### src/rtl/fp_ex_sequencer.sv
// Execute-stage sequencer for the FPU: decodes an issued FP instruction, counts
// down its latency, then holds a writeback request until the arbiter grants it.
module fp_ex_sequencer #(
    parameter int unsigned LAT_ADD  = 3,
    parameter int unsigned LAT_MADD = 4,
    parameter int unsigned LAT_CVT  = 2,
    parameter int unsigned CNT_W    = 3
) (
    input  logic        clk,
    input  logic        rst_n,
    input  logic        fpu_valid,
    input  logic [31:0] id_inst,
    input  logic        flush,
    output logic        fpu_busy,
    output logic [31:0] ex_fp_inst,
    output logic        op_start,
    output logic [2:0]  op_sel,
    output logic        wb_valid,
    input  logic        wb_ready,
    output logic [4:0]  wb_rd,
    output logic        wb_to_int,
    output logic        illegal
);

    localparam logic [4:0]  OPC_FP_5        = 5'b10100;
    localparam logic [4:0]  OPC_FP_MADD_5   = 5'b10000;
    localparam logic [3:0]  FNC4_FP_ADD     = 4'b0000;
    localparam logic [3:0]  FNC4_FP_FSGNJ_S = 4'b0010;
    localparam logic [3:0]  FNC4_FP_CVT_S_W = 4'b1101;
    localparam logic [3:0]  FNC4_FP_MV_X_W  = 4'b1110;
    localparam logic [3:0]  FNC4_FP_MV_W_X  = 4'b1111;
    localparam logic [31:0] NOP_INST        = 32'h0000_0013;

    localparam logic [2:0] SEL_ADD    = 3'd0;
    localparam logic [2:0] SEL_MADD   = 3'd1;
    localparam logic [2:0] SEL_CVT    = 3'd2;
    localparam logic [2:0] SEL_FSGNJ  = 3'd3;
    localparam logic [2:0] SEL_MV_W_X = 3'd4;
    localparam logic [2:0] SEL_MV_X_W = 3'd5;

    typedef enum logic [1:0] {
        S_IDLE = 2'd0,
        S_EXEC = 2'd1,
        S_WB   = 2'd2
    } state_t;

    state_t             state, state_nxt;
    logic [CNT_W-1:0]   cnt, cnt_nxt;
    logic [31:0]        inst_nxt;
    logic [2:0]         sel_nxt;
    logic [4:0]         rd_nxt;
    logic               to_int_nxt;
    logic               start_nxt;
    logic               illegal_nxt;

    logic               dec_legal;
    logic [2:0]         dec_sel;
    logic [CNT_W-1:0]   dec_cnt;

    // Instruction decode: class and preloaded countdown (latency - 1)
    always_comb begin
        dec_legal = 1'b0;
        dec_sel   = SEL_ADD;
        dec_cnt   = '0;
        if (id_inst[1:0] == 2'b11) begin
            if (id_inst[6:2] == OPC_FP_MADD_5) begin
                dec_legal = 1'b1;
                dec_sel   = SEL_MADD;
                dec_cnt   = CNT_W'(LAT_MADD - 1);
            end else if (id_inst[6:2] == OPC_FP_5) begin
                case (id_inst[31:28])
                    FNC4_FP_ADD: begin
                        dec_legal = 1'b1;
                        dec_sel   = SEL_ADD;
                        dec_cnt   = CNT_W'(LAT_ADD - 1);
                    end
                    FNC4_FP_CVT_S_W: begin
                        dec_legal = 1'b1;
                        dec_sel   = SEL_CVT;
                        dec_cnt   = CNT_W'(LAT_CVT - 1);
                    end
                    FNC4_FP_FSGNJ_S: begin
                        dec_legal = 1'b1;
                        dec_sel   = SEL_FSGNJ;
                    end
                    FNC4_FP_MV_W_X: begin
                        dec_legal = 1'b1;
                        dec_sel   = SEL_MV_W_X;
                    end
                    FNC4_FP_MV_X_W: begin
                        dec_legal = 1'b1;
                        dec_sel   = SEL_MV_X_W;
                    end
                    default: dec_legal = 1'b0;
                endcase
            end
        end
    end

    // Next state plus next value of every registered output
    always_comb begin
        state_nxt   = state;
        cnt_nxt     = cnt;
        inst_nxt    = ex_fp_inst;
        sel_nxt     = op_sel;
        rd_nxt      = wb_rd;
        to_int_nxt  = wb_to_int;
        start_nxt   = 1'b0;
        illegal_nxt = 1'b0;
        case (state)
            S_IDLE: begin
                if (fpu_valid && !flush) begin
                    if (dec_legal) begin
                        state_nxt  = S_EXEC;
                        cnt_nxt    = dec_cnt;
                        inst_nxt   = id_inst;
                        sel_nxt    = dec_sel;
                        rd_nxt     = id_inst[11:7];
                        to_int_nxt = (dec_sel == SEL_MV_X_W);
                        start_nxt  = 1'b1;
                    end else begin
                        illegal_nxt = 1'b1;
                    end
                end
            end
            S_EXEC: begin
                if (cnt == '0) begin
                    state_nxt = S_WB;
                end else begin
                    cnt_nxt = cnt - CNT_W'(1);
                end
            end
            S_WB: begin
                if (wb_ready) begin
                    state_nxt = S_IDLE;
                    inst_nxt  = NOP_INST;
                end
            end
            default: begin
                state_nxt = S_IDLE;
                inst_nxt  = NOP_INST;
            end
        endcase
    end

    // Busy and writeback flags are registered from the next state
    always_ff @(posedge clk or negedge rst_n) begin
        if (!rst_n) begin
            state      <= S_IDLE;
            cnt        <= '0;
            fpu_busy   <= 1'b0;
            ex_fp_inst <= NOP_INST;
            op_start   <= 1'b0;
            op_sel     <= SEL_ADD;
            wb_valid   <= 1'b0;
            wb_rd      <= '0;
            wb_to_int  <= 1'b0;
            illegal    <= 1'b0;
        end else begin
            state      <= state_nxt;
            cnt        <= cnt_nxt;
            fpu_busy   <= (state_nxt != S_IDLE);
            ex_fp_inst <= inst_nxt;
            op_start   <= start_nxt;
            op_sel     <= sel_nxt;
            wb_valid   <= (state_nxt == S_WB);
            wb_rd      <= rd_nxt;
            wb_to_int  <= to_int_nxt;
            illegal    <= illegal_nxt;
        end
    end

endmodule
### config.mk
export PLATFORM = sky130hd
export DESIGN_NAME = fp_ex_sequencer
export DESIGN_NICKNAME = d
export VERILOG_FILES = /design/src/rtl/fp_ex_sequencer.sv
export SDC_FILE = /design/constraint.sdc
export NUM_CORES = 1
export LEC_CHECK = 0
export CORE_ASPECT_RATIO = 0.9
export CORE_MARGIN = 4
export CORE_UTILIZATION = 47
export DETAILED_ROUTE_END_ITERATION = 6
export PLACE_DENSITY = 0.83
export SLEW_MARGIN = 10
export SYNTH_ARGS = -nofsm -noshare
export SYNTH_HDL_FRONTEND = slang
export SYNTH_SLANG_ARGS = --single-unit
### constraint.sdc
create_clock -name clk -period 6.12 [get_ports clk]
set_clock_uncertainty 0.05 [all_clocks]
set_input_delay 1.224 -clock clk [delete_from_list [all_inputs] [get_ports clk]]
set_output_delay 1.224 -clock clk [all_outputs]
set_load 0.02 [all_outputs]
==> results of run 1 <==
-- layout make-up --
type	count	area (µm²)
Multi-Input combinational cell	134	830
Tap cell	62	77.6
Clock buffer	7	86.3
Fill cell	338	1340
Clock inverter	1	8.76
Inverter	10	38.8
Timing Repair Buffer	84	828
Sequential cell	50	1250
-- where the power goes --
group	internal [W]	switching [W]	total, W
Sequential	0.000376	0.0000218	0.000398
Clock	0.0000935	0.000106	0.000200
Combinational	0.000106	0.000108	0.000214
Total	0.000576	0.000236	0.000812
-- stage by stage --
step	total power (W)	area [µm²]
floorplan	0.000503	2170
global placement	0.000612	3030
detailed placement	0.000621	3030
CTS	0.000818	3120
global route	0.000857	3120
finish	0.000812	3120
-- registers in the layout (all words and copies together), names as in the netlist --
register    count
wb_rd           5
op_start        1
illegal         1
wb_valid        1
state           2
op_sel          3
cnt             3
wb_to_int       1
fpu_busy        1
ex_fp_inst     32
-- kinds of logic after synthesis --
kind of cell,after synthesis,share of synthesized area [%]
AOI/OAI and AO/OA,47,13.7
DFF,50,57.9
adders and majority gates,2,1.16
buffers and inverters,19,4.04
muxes,8,3.99
and+or+nand+nor,77,19.2
-- worst max-delay path, stage by stage --
cell             delay [ns]
clkdlybuf4s50_1        0.45
or4b_4                 0.50
nor4_4                 0.22
buf_4                  0.33
nand2_4                0.13
clkinv_2               0.32
mux2_2                 0.38
-- per-layer routing --
layer	global-route usage (%)	share of wire [%]	wire length, µm	vias to the layer above
li1	-	-	-	878
met1	26.5	42	2290	888
met2	31.4	47	2550	71
met3	6.70	9.4	507	7
met4	5.15	0.85	46	0
met5	0	0	0	-
-- worst min-delay path by stage --
stage                                    startpoint                         to  slack [ns]  cells after the start
after floorplan                  cnt[1]$_DFFE_PN0P_         cnt[1]$_DFFE_PN0P_        0.46                      2
after global placement    ex_fp_inst[2]$_DFFE_PN0P_  ex_fp_inst[2]$_DFFE_PN0P_        0.42                      1
after detailed placement      op_sel[0]$_DFFE_PN0P_      op_sel[0]$_DFFE_PN0P_        0.43                      1
after CTS                     op_sel[0]$_DFFE_PN0P_      op_sel[0]$_DFFE_PN0P_        0.45                      1
after global routing      ex_fp_inst[1]$_DFFE_PN1P_  ex_fp_inst[1]$_DFFE_PN1P_        0.46                      1
final                         op_sel[0]$_DFFE_PN0P_      op_sel[0]$_DFFE_PN0P_        0.45                      1
-- cell usage in the layout (no fill, tap or decap), drive strengths merged, types with 2 or more instances in the layout --
cell type and count:
clkdlybuf4s50 80, dfrtp 47, nand2 26, o21ai 24
nand3 21, inv 10, a22o 7, clkbuf 7
nor2 6, a21oi 5, mux2 5, nand2b 4
and2 4, buf 4, nor2b 3, mux2i 3
dfstp 3, nand4b 2, or3 2, a31o 2
nand4 2, ha 2
==> impl_metrics.tcl, run 1 <==
set metrics [dict create \
    status "finished, final reports clean" \
    cp-start-kind "primary input" \
    final_hold_viol_count 0 \
    drive_gt1_share_pct 9.44 \
    worst_pin_slew_ns 1.08 \
    clock_sinks 50 \
    avgSynthCellArea_um2 10.7 \
    postRouteAntennaNets 0 \
    ir_drop_mv 0.199 \
    antenna_found_initial 0 \
    worstSkewPairLatency_ns 0.30 \
    dieArea_um2 5760 \
    setup_tns_ns 0 \
    grt_pass1_wl_um 8970 \
    die_height_um 72.4 \
    critPathKind "in -> reg" \
    hp-class "reg -> reg" \
    dp_cells 340 \
    cts_tree "done" \
    relSlewSlack_pct 28.1 \
    num_io_pins 82 \
    synth_edf_count 0 \
    max_cap_viol_count 0 \
    fp.coreArea_um2 4460 \
    dpl.hpwl_um 3880 \
    cts_buffers 5 \
    min_period_ns 3.42 \
    start_util_pct 48.6 \
    grt_usage_pct 19.9 \
    drc_errors 0 \
    crit_start "fpu_valid" \
    io_buffers 81 \
    synthFlopType "dfrtp_1" \
    cts_resized 0 \
    grt_pass1_vias 1890 \
    synth_top_cell_by_area "dfrtp_1" \
    yosys_warnings 0 \
    worstSetupEndpointType "flip-flop" \
    final_util_pct 70.0 \
    async_flop_share_pct 100 \
    synthDistinctLibCells 41 \
    netlist_top_cells_count "47 x dfrtp_1, 25 x nand2_1, 24 x o21ai_0, 21 x nand3_1, 9 x inv_1" \
    cts_hold_buffers 0 \
    synth_top_area_share_pct 54.3 \
    wl_um 5390 \
    num_antenna_cells 0 \
    layoutNonFillerInstCount 348 \
    r2r_cells 6 \
    ys_seq_area_share_pct 57.9 \
    crit_arrival_ns 3.56 \
    whs_ns 0.446 \
    p_leak_nw 1.37 \
    yosys-top-cells-area "dfrtp_1 54%, o21ai_0 5.5%, nand3_1 4.9%" \
    r2r_end "op_sel[1]$_DFFE_PN0P_" \
    cts_root_buf "clkbuf_8" \
    crit_fanout 33 \
    post_cts_buffers 0 \
    drt_iter0_markers 114 \
    detail_route.wl_per_cell_um 15.5 \
    r2r_setup_slack_ns 3.52 \
    setup_slack_ns 2.70 \
    fin_crit_sh_pct 55.9 \
    yosysMostFrequentCell "dfrtp_1" \
    dp_slack_ns 2.38 \
    place_congestion 0.790 \
    clock_path_buffers 2 \
    synth-seq-cells 50 \
    first_pass_iters 4 \
    r2r-start "state[1]$_DFF_PN0_" \
    slew_violations 0 \
    synth_fp_nets 242 \
    cp-endpoint "op_sel[1]$_DFFE_PN0P_" \
    grt_max_degree 51 \
    cp.required_ns 6.26 \
    vias 1844 \
    routed_via_density 5.30 \
    clk_pin_slew_ns 0.09 \
    rsz0062_at_grt "no" \
    power_density_nw_per_um2 260 \
    syn_area_um2 2170 \
    fin_nets 324 \
    synthToLayoutAreaGrowth_pct 44.3 \
    chipWidth_um 79.6 \
    overflow 0 \
    cts-htree-levels 2 \
    setup_viol 0 \
    syn-instance-count 203 \
    fmax_ghz 0.292 \
    num_rows 23 \
]
(Power assumes the default switching activity.)
==> run 2, diff against run 1 <==
Settings changed: CORE_UTILIZATION 47 to 39, PLACE_DENSITY 0.83 to 0.73.
Clock period 6.12 ns to 2.85 ns, I/O delays scaled along.
==> impl_metrics.tcl, run 2 (synthesis results as in run 1) <==
set metrics [dict create \
    r2r_setup_slack_ns 0.67 \
    post_cts_buffers 0 \
    cts_root_buf "clkbuf_8" \
    setup_tns_ns 0 \
    clock_sinks 50 \
    dieArea_um2 6810 \
    largest_reg_flops 32 \
    grt_pass1_wl_um 9080 \
    r2r_end "op_sel[1]$_DFFE_PN0P_" \
    drt_iter0_markers 74 \
    seq_area_um2 1250 \
    dpl.hpwl_um 4000 \
    crit_fanout 7 \
    grt_max_degree 51 \
    layout_commonest_cell "clkdlybuf4s50_1" \
    relSlewSlack_pct 62.1 \
    vias 1837 \
    cpPeakStageDelay_ns 0.49 \
    clk_pin_slew_ns 0.09 \
    chipWidth_um 86.6 \
    antenna_found_initial 0 \
    synthToLayoutAreaGrowth_pct 49.3 \
    num_rows 25 \
    setup_viol 0 \
    grt_usage_pct 16.9 \
    max_cap_viol_count 0 \
    clock_path_buffers 2 \
    fin_nets 332 \
    cts_resized 0 \
    io_buffers 81 \
    p_leak_nw 1.43 \
    fillers 475 \
    slowest_stage "or4b_4" \
    num_io_pins 82 \
    crit_arrival_ns 2.48 \
    drc_errors 0 \
    multi_input_comb_area_um2 830 \
    detail_route.wl_per_cell_um 15.2 \
    routed_via_density 5.09 \
    cts-htree-levels 2 \
    final_cell_mix "80 x clkdlybuf4s50_1, 47 x dfrtp_1, 25 x nand2_1, 23 x o21ai_0, 21 x nand3_1" \
    rsz0062_at_grt "no" \
    num_antenna_cells 0 \
    start_util_pct 40.7 \
    fmax_ghz 0.428 \
    r2r_cells 5 \
    slew_violations 0 \
    fp.coreArea_um2 5320 \
    cp.required_ns 2.99 \
    total_power_w 0.00182 \
    critical_path.cell_chain "clkdlybuf4s50_1, or4b_4, nor4_4, nand2_4, clkinv_2, mux2_2" \
    min_period_ns 2.34 \
    hp-class "in -> async" \
    overflow 0 \
    first_pass_iters 4 \
    regMostFlops "ex_fp_inst" \
    worstSetupEndpointType "flip-flop" \
    die_height_um 78.7 \
    worst_pin_slew_ns 0.554 \
    ir_drop_mv 0.357 \
    status "finished, final reports clean" \
    postRouteAntennaNets 0 \
    cts_hold_buffers 0 \
    wl_um 5490 \
    r2r-start "state[1]$_DFF_PN0_" \
    critPathKind "in -> reg" \
    top_regs "ex_fp_inst x32, wb_rd x5" \
    fin_crit_sh_pct 81.9 \
    grt_pass1_vias 1917 \
    power_density_nw_per_um2 563 \
    cp-start-kind "primary input" \
    whs_ns 0.195 \
    place_congestion 0.785 \
    drive_gt1_share_pct 12.2 \
    cts_buffers 5 \
    cts_tree "done" \
    final_hold_viol_count 0 \
    worstSkewPairLatency_ns 0.30 \
]
[run 2: changes by cell type in the layout (fill, tap and decap cells not counted), sizes merged]
cell,before,now
clkbuf,7,5
buf,4,12
bufinv,0,1
clkinv,1,2
[run 2: routing by layer]
metal / global-route usage (%) / vias to the layer above / routed length, µm
li1: - / 893 / -
met1: 22.7 / 865 / 2450
met2: 26.5 / 71 / 2490
met3: 4.67 / 8 / 475
met4: 5.14 / 0 / 77
met5: 0 / - / 0
[run 2: final cells by class]
cell class	count	share of cell area, %
flip-flops and latches	50	38.8
repair buffers	92	28.3
multi-input cells	134	25.7
well taps	67	2.59
clock buffers	5	2.13
clock inverters	3	1.35
inverters	10	1.20
[run 2: how the worst max path moves through the flow]
| stage | depth (start not counted) | startpoint | to |
|---|---|---|---|
| 2_1_floorplan | 5 | flush | op_sel[1]$_DFFE_PN0P_ |
| 3_3_place_gp | 6 | fpu_valid | op_sel[1]$_DFFE_PN0P_ |
| 3_5_place_dp | 6 | fpu_valid | ex_fp_inst[10]$_DFFE_PN0P_ |
| 4_1_cts | 7 | fpu_valid | ex_fp_inst[12]$_DFFE_PN0P_ |
| 5_1_grt | 7 | fpu_valid | ex_fp_inst[16]$_DFFE_PN0P_ |
| 6_report | 6 | fpu_valid | op_sel[1]$_DFFE_PN0P_ |
[run 2: worst max-delay path: cells and delay by family]
family | cells | cell delay, ns
buffers and inverters | 2 | 0.59
muxes | 1 | 0.34
and+or+nand+nor | 3 | 0.97
[run 2: power by group]
| part | internal [W] | switching, W |
|---|---|---|
| registers | 0.000807 | 0.0000442 |
| logic | 0.000234 | 0.000233 |
| clock network | 0.000263 | 0.000238 |
| total | 0.00130 | 0.000515 |
[run 2: per-stage QoR]
step	utilization [%]	setup WS (ns)	cell area, µm²	cells
3_3_place_gp	58.7	0.219	3120	353
6_report	60.8	0.514	3230	361
3_5_place_dp	58.7	0.191	3120	353
2_1_floorplan	-	0.637	2170	203
4_1_cts	60.8	0.514	3230	361
5_1_grt	60.8	0.430	3230	361
==> run 3, diff against run 2 <==
Clock period 2.85 ns to 1.9 ns, I/O delays scaled along.
==> impl_metrics.tcl, run 3 (synthesis results as in run 1) <==
set metrics [dict create \
    overflow 0 \
    fillers 406 \
    crit_fanout 9 \
    dpl-instance-area_um2 3270 \
    cp-start-kind "primary input" \
    fin_crit_sh_pct 105 \
    crit_arrival_ns 2.12 \
    synthToLayoutAreaGrowth_pct 71.2 \
    layout_commonest_cell "clkdlybuf4s50_1" \
    drt_iter0_markers 87 \
    slew_violations 0 \
    ir_drop_mv 0.412 \
    crit_start "id_inst[31]" \
    pwr-share-clk_pct 22.9 \
    cp.required_ns 2.03 \
    num_antenna_cells 0 \
    first_pass_iters 4 \
    r2r_setup_slack_ns -0.04 \
    place_congestion 0.810 \
    final_area_um2 3710 \
    num_rows 25 \
    worstSetupEndpointType "flip-flop" \
    final_hold_viol_count 0 \
    grt_pass1_vias 1975 \
    vias 2008 \
    dieArea_um2 6810 \
    cts_root_buf "clkbuf_8" \
    r2r-start "state[0]$_DFF_PN0_" \
    clk_pin_slew_ns 0.10 \
    p_leak_nw 1.67 \
    cts_buffers 5 \
    setup_slack_ns -0.0909 \
    critical_path.cell_chain "clkdlybuf4s50_1, or2_2, o221ai_4, buf_4, nor4bb_1, o32ai_1" \
    path_delay_family "buffers and inverters" \
    grt_max_degree 28 \
    violations "setup timing" \
    die_height_um 78.7 \
    worstSkewPairLatency_ns 0.29 \
    fp.coreArea_um2 5320 \
    antenna_found_initial 0 \
    cts_tree "done" \
    setup_viol 7 \
    cpPeakStageDelay_ns 0.42 \
    detail_route.wl_per_cell_um 16.9 \
    setup_tns_ns -0.222 \
    pwr-share-comb_pct 29.2 \
    power_density_nw_per_um2 720 \
    grt_pass1_wl_um 9540 \
    rsz0062_at_grt "yes" \
    routed_via_density 5.16 \
    dpl.hpwl_um 4270 \
    max_cap_viol_count 0 \
    worst_pin_slew_ns 0.565 \
    postRouteAntennaNets 0 \
    final_cell_mix "75 x clkdlybuf4s50_1, 47 x dfrtp_1, 24 x nand2_1, 23 x buf_4, 16 x o21ai_1" \
    power_frac_seq_pct 47.9 \
    start_util_pct 40.7 \
    top_regs "ex_fp_inst x32, wb_rd x5" \
    clock_sinks 50 \
    hp-class "in -> async" \
    switchingPower_w 0.000804 \
    fin_nets 360 \
    slowest_stage "clkdlybuf4s50_1" \
    relSlewSlack_pct 62.3 \
    status "finished, violations left" \
    drive_gt1_share_pct 25.2 \
    wl_um 6560 \
    fmax_ghz 0.502 \
    internal_power_w 0.00187 \
    chipWidth_um 86.6 \
    largest_reg_flops 32 \
    dp_slack_ns -0.567 \
    netSwitchingFraction_pct 30.1 \
    cts_hold_buffers 0 \
    critPathKind "in -> reg" \
    drc_errors 0 \
    cts-htree-levels 2 \
    grt_usage_pct 17.6 \
    final_util_pct 69.7 \
    clock_path_buffers 2 \
    io_buffers 81 \
    num_io_pins 82 \
    critPathBufInv 2 \
    regMostFlops "ex_fp_inst" \
    min_period_ns 1.99 \
]
-- run 3: power groups by stage --
stage,Clock (W),Sequential (W),Combinational [W]
floorplan,0,0.00142,0.000213
global placement,0,0.00130,0.000723
detailed placement,0,0.00130,0.000743
CTS,0.000628,0.00128,0.000750
global route,0.000671,0.00130,0.000843
finish,0.000612,0.00128,0.000779
-- run 3: layout make-up --
class	count	area, µm²	share of cell area (%)
sequential	50	1250	33.8
timing repair buffer	120	1250	33.8
multi-input combinational	134	980	26.4
tap	67	83.8	2.26
clock buffer	6	72.6	1.96
inverter	10	50.0	1.35
clock inverter	2	13.8	0.371
-- run 3: what timing repair did --
action                     4_1_cts  5_1_grt
gates resized for setup          9       49
pin swaps                        2        8
cloned                           0        6
setup buffers                    2        3
setup endpoints to repair       44       42
-- run 3: worst register-to-register path, cell delays in order (launching register included) --
cell and delay (ns):
dfrtp_1 0.38, or4b_4 0.56, nor4_4 0.17, buf_6 0.17, nand2_8 0.07, buf_6 0.15
mux2_4 0.29
-- run 3: metrics by stage --
stage               hold slack [ns]  std cells  total power [W]
floorplan                    0.0344        203          0.00163
global placement              0.342        370          0.00202
detailed placement            0.351        370          0.00204
CTS                         0.00400        380          0.00266
global route                 0.0335        389          0.00281
finish                     0.000809        389          0.00267
-- run 3: layer usage --
layer,GRT usage (%),part of all wire (%),vias to the layer above,wire [µm]
met5,0,0,-,0
met4,4.21,0.90,0,59
met3,4.05,5.9,7,389
met2,29.9,49,66,3220
met1,22.9,44,985,2890
li1,-,-,950,-
-- run 3: path summary, 6_finish.rpt --
kind / cells past startpoint / end
setup / recovery: 6 / cnt[0]$_DFFE_PN0P_
hold / removal: 1 / ex_fp_inst[20]$_DFFE_PN0P_
setup reg to reg: 6 / wb_rd[0]$_DFFE_PN0P_
hold reg to reg: 1 / ex_fp_inst[1]$_DFFE_PN1P_
max in group asynchronous: 2 / ex_fp_inst[4]$_DFFE_PN1P_
min in group clk: 1 / ex_fp_inst[1]$_DFFE_PN1P_
